<file path="config.mk">
export PLATFORM = sky130hd
export DESIGN_NAME = program_loader
export DESIGN_NICKNAME = d
export VERILOG_FILES = /design/src/rtl/program_loader_pkg.sv /design/src/rtl/byte_packer.sv /design/src/rtl/program_loader.sv
export SDC_FILE = /design/constraint.sdc
export NUM_CORES = 1
export LEC_CHECK = 0
export BUFFER_PORTS_ARGS = -buffer_cell sky130_fd_sc_hd__buf_2
export CAP_MARGIN = 20
export CORE_ASPECT_RATIO = 1.1
export CORE_UTILIZATION = 60
export CTS_BUF_LIST = sky130_fd_sc_hd__clkbuf_16
export DETAILED_ROUTE_END_ITERATION = 12
export PLACE_DENSITY = 0.93
export SETUP_SLACK_MARGIN = 0.2
export SLEW_MARGIN = 5
export SYNTH_ARGS = -nofsm -noshare
export SYNTH_HDL_FRONTEND = slang
export SYNTH_SLANG_ARGS = --single-unit
</file>
<file path="constraint.sdc">
create_clock -name CLOCK_50 -period 3.18 [get_ports CLOCK_50]
set_input_delay 0.477 -clock CLOCK_50 [delete_from_list [all_inputs] [get_ports CLOCK_50]]
set_output_delay 0.477 -clock CLOCK_50 [all_outputs]
set_load 0.1 [all_outputs]
</file>
<file path="src/rtl/program_loader_pkg.sv">
// Shared types and constants for the program loader.
package program_loader_pkg;

  typedef enum logic [2:0] {
    StLen,
    StData,
    StCsum,
    StDone,
    StError
  } state_e;

  // Byte count of the LEN and CSUM fields, and of one instruction word.
  localparam int unsigned FieldBytes = 4;

endpackage

</file>
<file path="src/rtl/byte_packer.sv">
// Little-endian 8-to-32 assembler; word_valid_o fires combinationally with the 4th byte.
module byte_packer
  import program_loader_pkg::*;
(
  input  logic        clk_i,
  input  logic        clear_i,
  input  logic [7:0]  byte_i,
  input  logic        valid_i,
  output logic [31:0] word_o,
  output logic        word_valid_o
);

  localparam int unsigned CntW = $clog2(FieldBytes);
  localparam logic [CntW-1:0] LastCnt = CntW'(FieldBytes - 1);

  logic [CntW-1:0] cnt_q, cnt_d;
  logic [23:0]     part_q, part_d;

  always_comb begin
    cnt_d        = cnt_q;
    part_d       = part_q;
    word_valid_o = valid_i && (cnt_q == LastCnt);
    word_o       = {byte_i, part_q};
    if (valid_i) begin
      // Counter wraps to zero after the last byte of a word.
      cnt_d  = cnt_q + 1'b1;
      part_d = {byte_i, part_q[23:8]};
    end
  end

  always_ff @(posedge clk_i) begin
    if (clear_i) begin
      cnt_q  <= '0;
      part_q <= '0;
    end else begin
      cnt_q  <= cnt_d;
      part_q <= part_d;
    end
  end

endmodule

</file>
<file path="src/rtl/program_loader.sv">
// Streams a length-prefixed program image into instruction memory.
// Optional trailing checksum is enabled by defining PROGRAM_LOADER_CHECKSUM_EN.
module program_loader
  import program_loader_pkg::*;
#(
  parameter int unsigned ADDR_W = 8
) (
  input  logic              CLOCK_50,
  input  logic              reset,
  input  logic [7:0]        rx_data,
  input  logic              rx_valid,
  output logic              rx_ready,
  output logic              imem_we,
  output logic [ADDR_W-1:0] imem_addr,
  output logic [31:0]       imem_wdata,
  output logic              core_reset,
  output logic              load_done,
  output logic              load_error
);

  localparam logic [ADDR_W:0] MaxWords = {1'b1, {ADDR_W{1'b0}}};

  state_e state_q, state_d;

  logic              accept;
  logic [31:0]       pk_word;
  logic              pk_valid;
  logic              data_end;

  logic              we_q, we_d;
  logic [ADDR_W-1:0] addr_q, addr_d;
  logic [31:0]       wdata_q, wdata_d;
  logic [ADDR_W:0]   idx_q, idx_d;
  logic [ADDR_W:0]   n_q, n_d;
`ifdef PROGRAM_LOADER_CHECKSUM_EN
  logic [31:0]       csum_q, csum_d;
`endif

  assign accept = rx_valid && rx_ready;

  byte_packer u_byte_packer (
    .clk_i        (CLOCK_50),
    .clear_i      (reset),
    .byte_i       (rx_data),
    .valid_i      (accept),
    .word_o       (pk_word),
    .word_valid_o (pk_valid)
  );

  // Leave DATA only once the final write strobe is on the bus.
  assign data_end = (state_q == StData) && we_q && (idx_q == n_q);

  always_ff @(posedge CLOCK_50) begin
    if (reset) state_q <= StLen;
    else       state_q <= state_d;
  end

  always_comb begin
    state_d = state_q;
    unique case (state_q)
      StLen: begin
        if (pk_valid) begin
          if (pk_word > 32'(MaxWords)) begin
            state_d = StError;
          end else if (pk_word == 32'd0) begin
`ifdef PROGRAM_LOADER_CHECKSUM_EN
            state_d = StCsum;
`else
            state_d = StDone;
`endif
          end else begin
            state_d = StData;
          end
        end
      end
      StData: begin
        if (data_end) begin
`ifdef PROGRAM_LOADER_CHECKSUM_EN
          state_d = StCsum;
`else
          state_d = StDone;
`endif
        end
      end
      StCsum: begin
`ifdef PROGRAM_LOADER_CHECKSUM_EN
        if (pk_valid) state_d = (pk_word == csum_q) ? StDone : StError;
`endif
      end
      default: ;
    endcase
  end

  always_comb begin
    rx_ready   = (state_q == StLen) || (state_q == StData) || (state_q == StCsum);
    core_reset = (state_q != StDone);
    load_done  = (state_q == StDone);
    load_error = (state_q == StError);
  end

  always_comb begin
    we_d    = 1'b0;
    addr_d  = addr_q;
    wdata_d = wdata_q;
    idx_d   = idx_q;
    n_d     = n_q;
`ifdef PROGRAM_LOADER_CHECKSUM_EN
    csum_d  = csum_q;
`endif
    if (state_q == StLen && pk_valid) begin
      n_d = pk_word[ADDR_W:0];
    end
    if (state_q == StData && pk_valid && idx_q != n_q) begin
      we_d    = 1'b1;
      addr_d  = idx_q[ADDR_W-1:0];
      wdata_d = pk_word;
      idx_d   = idx_q + 1'b1;
`ifdef PROGRAM_LOADER_CHECKSUM_EN
      csum_d  = csum_q + pk_word;
`endif
    end
  end

  always_ff @(posedge CLOCK_50) begin
    if (reset) begin
      we_q    <= 1'b0;
      addr_q  <= '0;
      wdata_q <= '0;
      idx_q   <= '0;
      n_q     <= '0;
`ifdef PROGRAM_LOADER_CHECKSUM_EN
      csum_q  <= '0;
`endif
    end else begin
      we_q    <= we_d;
      addr_q  <= addr_d;
      wdata_q <= wdata_d;
      idx_q   <= idx_d;
      n_q     <= n_d;
`ifdef PROGRAM_LOADER_CHECKSUM_EN
      csum_q  <= csum_d;
`endif
    end
  end

  assign imem_we    = we_q;
  assign imem_addr  = addr_q;
  assign imem_wdata = wdata_q;

endmodule

</file>
# ---- After elaboration in Yosys (flattened, before gate mapping)
# Index checks and enable logic that the tools add are counted.
dict set report totals {
  register_bits 88
  latch_bits 0
  mem_bits_rw 0
  rom_bits 0
  input_bits 11
  output_inout_bits 45
  word_cells 40
  memories 0
}
dict set report op_classes {
  addsub 2
  n_mul 0
  div 0
  order_cmp 1
  n_eq_ne 10
  shifts 0
  n_mux 6
  n_bitwise 0
  n_reduce_logical 13
}
# cell count
set ops {}
lappend ops {{> comparator 32 x 9 -> 1 bit (second input constant)} 1}
lappend ops {{logical NOT 32 bit} 1}
lappend ops {{adder 9 x 1 -> 9 bit (second input constant)} 1}
lappend ops {{equality test 9 bit} 1}
lappend ops {{2-to-1 mux 3 bit} 3}
lappend ops {{!= test 9 bit} 1}
lappend ops {{logical AND 1 bit} 7}
lappend ops {{equality test 3 x 2 -> 1 bit (second input constant)} 2}
lappend ops {{case mux 3 bit (2 select lines)} 1}
lappend ops {{!= test 2 bit (second input constant)} 2}
lappend ops {{equality test 3 x 1 -> 1 bit (second input constant)} 1}
lappend ops {{equality test 3 bit (second input constant)} 1}
lappend ops {{logical NOT 3 bit} 1}
lappend ops {{!= test 3 x 2 -> 1 bit (second input constant)} 1}
lappend ops {{AND reduction 3 bit} 1}
lappend ops {{adder 2 x 1 -> 2 bit (second input constant)} 1}
lappend ops {{equality test 2 bit (second input constant)} 1}
lappend ops {{logical OR 1 bit} 2}
lappend ops {{2-to-1 mux 2 bit} 1}
lappend ops {{nonzero test 2 bit} 1}
lappend ops {{2-to-1 mux 1 bit} 1}

# ---- Logic depth before layout (Yosys ltp)
dict set report depth {
  ltp_word 8
  mapped_depth 8
  ltp_nobuf 6
}

# ---- Cells and area by module
# From an unflattened synthesis, not the netlist that was laid out.
dict set report unflattened {
  hier_cells 359
  area_unflattened_um2 3533.4
}
# mod n_inst cells_per_inst area_each_um2 seq_area_each_um2
set modules_own_cells {}
lappend modules_own_cells {program_loader 1 265 2509.9 1241.2}
lappend modules_own_cells {byte_packer 1 94 1023.5 520.5}

# ---- Worst setup path after synthesis
# No wires, ideal clock.
dict set report synth_path {
  kind {register to output}
  start {register state_q[2]}
  end {output port load_error}
  arrival_time_ns 2.611
  required_time_ns 2.703
  path_slack_ns 0.092
  path_stages_with_launch 2
  path_cell_list {dfxtp_1 nor3b_1}
}
dict set report synth_via {
  elab_chain_cells 1
}
# element line_no
set synth_lines {}
lappend synth_lines {{from (decl)} program_loader.sv:23} ;# state_e state_q, state_d;
lappend synth_lines {{from (signal assigned)} program_loader.sv:54} ;# if (reset) state_q <= StLen;
lappend synth_lines {{from (signal assigned)} program_loader.sv:55} ;# else state_q <= state_d;
lappend synth_lines {{equality test 3 bit} program_loader.sv:98} ;# load_error = (state_q == StError);
lappend synth_lines {{to (decl)} program_loader.sv:18} ;# output logic load_error
# Every way passes these cells.

# ---- Worst setup path after layout
dict set report layout_path {
  start {register state_q[0]}
  end {register wdata_q[15] (netlist: imem_wdata[15])}
}
dict set report layout_via {
  elab_chain_cells 7
}
# element line_no
set layout_lines {}
lappend layout_lines {{equality test 3 x 1 -> 1 bit or logical NOT 3 bit (tied branches)} {program_loader.sv:95, program_loader.sv:113}}
lappend layout_lines {{logical OR 1 bit (2 in series)} program_loader.sv:95} ;# rx_ready = (state_q == StLen) || (state_q == StData) || (state_q == StCsum);
lappend layout_lines {{logical AND 1 bit} program_loader.sv:39} ;# assign accept = rx_valid && rx_ready;
lappend layout_lines {{logical AND 1 bit} byte_packer.sv:22} ;# word_valid_o = valid_i && (cnt_q == LastCnt);
lappend layout_lines {{logical AND 1 bit (*) (2 in series)} program_loader.sv:113} ;# if (state_q == StData && pk_valid && idx_q != n_q) begin
lappend layout_lines {{to (signal assigned)} program_loader.sv:137} ;# wdata_q <= wdata_d;
lappend layout_lines {{to (decl)} program_loader.sv:32} ;# logic [31:0] wdata_q, wdata_d;
# Mark *: on every way between the ends. The rest lies on a longest branch, timed or not.
# A chain may end at the register's enable or synchronous reset.

==> impl_metrics.csv <==
group,metric,value,unit
yosys,synth_flop_cell,"dfxtp_1",
final_layout,fin_cells,512,
critical_path,crit_type,"reg2reg",
critical_path,critPathRequiredTime,3390,ps
critical_path,reg2reg_to,"imem_wdata[15]",
timing,relSlewSlack,0.2976,
routing,drt_iter0_drc,192,
critical_path,path_cells,"nand2b_1 -> nor2_1 -> o31a_2 -> buf_12 -> mux2i_1 -> nor2_1",
timing,fin_tns_setup,0,ps
routing,via_per_inst,5.641,
min_path,hold_depth,3,
power_and_ir_drop,peakVddDrop,0.0003962,V
critical_path,cpMaxStageDelayCell,"o31a_2",
min_path,min_to,"u_byte_packer.part_q[17]",
placement,place_inst,495,
yosys,synthArstFlopShare,0,
yosys,syn_area,0.003508,mm^2
clock_tree,holdBufCountCts,0,
critical_path,cpMostUsedCell,"nor2_1",
global_route,grt_pass1_wl,12.75,mm
yosys,synth_commonest_cells,"88 x dfxtp_1, 75 x nand2_1, 52 x nor2_1",
global_route,grt_pass1_vias,2741,
yosys,synth_edf_count,0,
critical_path,worst_setup_path_start_kind,"flop",
timing,hold_viol_final,0,
critical_path,regToRegSetupSlack,870,ps
clock_tree,max-clock-path-buffers,2,
clock_tree,cts.sinks,88,
routing,drc,0,
clock_tree,htree_levels,3,
global_route,overflow,0,
run_status,outcome,"completed",
final_layout,drive_gt1_frac,0.1876,
final_layout,area_growth,15.19,%
power_and_ir_drop,p_per_area,548.5,mW/mm^2
yosys,post-synth-top-area-cell,"dfxtp_1",
yosys,synth_top_area_share,0.5021,
yosys,synth_top_family_by_area,"simple AND/OR/NAND/NOR gates",
timing,worst_hold_slack,412.2,ps
timing,finalSetupViolations,0,
critical_path,r2r-start,"state_q[0]",
yosys,synth_compound_area_frac,0.08203,
clock_tree,cts_resized,0,
yosys,yosys.area_share.simple,0.2026,
clock_tree,cts_tree,"built",
timing,final.setup.worst_slack,869.6,ps
yosys,ys_warn_count,0,
clock_tree,root_buffer,"clkbuf_16",
routing,wire_per_inst,15.38,um
timing,min_period,2310,ps
yosys,synth_cell_types,36,
timing,fmax,432.8,MHz
placement,place.port_buffers,55,
yosys,yosys_register_bits,88,
global_route,grt_max_degree,38,
clock_tree,postCtsSetupBuffers,0,
yosys,syn_avg_cell_area,9.089,um^2
die,die-area,0.006158,mm^2
global_route,track_usage,0.2749,
clock_tree,cts_made_buffers,9,
yosys,synth_area_leaders,"dfxtp_1 50%, mux2i_1 12%, nand2_1 8.0%",
die,die_w,74.91,um
min_path,hp-start,"rx_data[1]",
yosys,synthAdderAreaFrac,0.007133,
min_path,worstHoldPathType,"in2reg",
die,start_util,0.6379,
routing,routed_wl,7.873,mm
die,die_y,82.20,um
die,core_area,0.005500,mm^2
routing,drt_first_pass_iters,5,
clock_tree,clkSlewWorstSetupHoldPaths,60,ps
yosys,seq_area_frac_synth,0.5021,
job,cap_violations,0,
placement,place.gp.congestion,0.8015,
timing,tightestPinTransition,1054,ps
clock_tree,clk_latency,330,ps
die,num_io_pins,56,
routing,via_count,2888,
final_layout,n_antenna_cell,0,
final_layout,post-route-util,0.7348,
yosys,synth_most_common_cell,"dfxtp_1",
critical_path,arrival,2520,ps
yosys,synthesis.nets,399,
global_route,grt_antenna_before_repair,0,
placement,place_worst_setup_slack,860.0,ps
timing,rsz0062_at_grt,"no",
routing,ant_nets,0,
timing,skew,6.003,ps
critical_path,rr_worst_depth,6,
critical_path,critical-path-max-stage-delay,860,ps
critical_path,worstPathMaxFanout,37,
placement,hpwlAfterDp,5.131,mm
timing,fin_crit_sh,0.7265,
yosys,synth_cells,386,
final_layout,fin_nets,445,
yosys,synth.mux.area_fraction,0.1266,
critical_path,cp-end-kind,"flop",
die,rows,28,
timing,slew_viol_final,0,
power_and_ir_drop,p_leak,1.574,nW
yosys,yosys.area_share.xor_xnor,0.02746,
[metal layers]
metal  up-vias  track usage  share of wire
met2        85       0.4928           0.53
met3        18      0.05583          0.039
met4         0       0.1283          0.024
li1       1390            -              -
met5         -            0              0
met1      1395       0.3103           0.41
[state kept, by name (all words and copies together), names as in the netlist]
signal and flops:
imem_addr 8, idx_q 9, imem_wdata 32, u_byte_packer.part_q 24, imem_we 1, u_byte_packer.cnt_q 2, n_q 9, state_q 3
[cells by family after synthesis]
family	Yosys count
xor+xnor	11
simple gates	164
flops	88
compound gates	51
buf+inv	26
mux	44
fa+ha+maj	2
[placed cells by master (no fill, tap or decap), types with 3 or more instances in the layout]
master      count
a21oi_1        41
clkbuf_16       9
xnor2_1        11
clkinvlp_4      3
dfxtp_1        88
a31o_1          3
nor2_1         52
nand2b_1        4
inv_1           4
buf_2          55
mux2i_1        41
nor4_1          9
nor2b_1         4
mux2_2          3
nand4_1         5
nand2_1        75
[worst max-delay path by stage]
stage	start	end	slack [ps]	cells after the start
2_1_floorplan	state_q[0]	u_byte_packer.cnt_q[1]	320	5
3_3_place_gp	rx_valid	imem_wdata[19]	950	7
3_5_place_dp	rx_valid	imem_wdata[16]	860	7
4_1_cts	idx_q[0]	imem_wdata[15]	890	6
5_1_grt	state_q[0]	imem_wdata[15]	760	6
6_report	state_q[0]	imem_wdata[15]	870	6
[final cells by class]
class                           instances  area [um^2]
Clock buffer                            9        225.2
Multi-Input combinational cell        272         1570
Fill cell                             388         1459
Inverter                                2        7.507
Tap cell                               75        93.84
Sequential cell                        88         1762
Clock inverter                          7        65.06
Timing Repair Buffer                   59        317.8
[power by group]
part / internal, mW / leakage (nW) / switching, mW
registers: 1.12 / 0.711 / 0.0153
clock network: 0.601 / 0.140 / 0.409
logic: 0.0223 / 0.723 / 0.0538
total: 1.74 / 1.57 / 0.478
[critical path, delay by kind of cell (launching register included)]
family,cells,cell delay [ps]
AO/OA/AOI/OAI,1,860
flip-flops,1,480
AND/OR/NAND/NOR,3,330
buffers and inverters,1,270
multiplexers,1,240
[per-stage QoR]
step | area (um^2) | total power, mW
floorplan | 3513 | 1.204
global placement | 3744 | 1.225
detailed placement | 3744 | 1.228
CTS | 4034 | 2.230
global route | 4041 | 2.288
finish | 4041 | 2.217
Power figures use the tool's default switching activity.
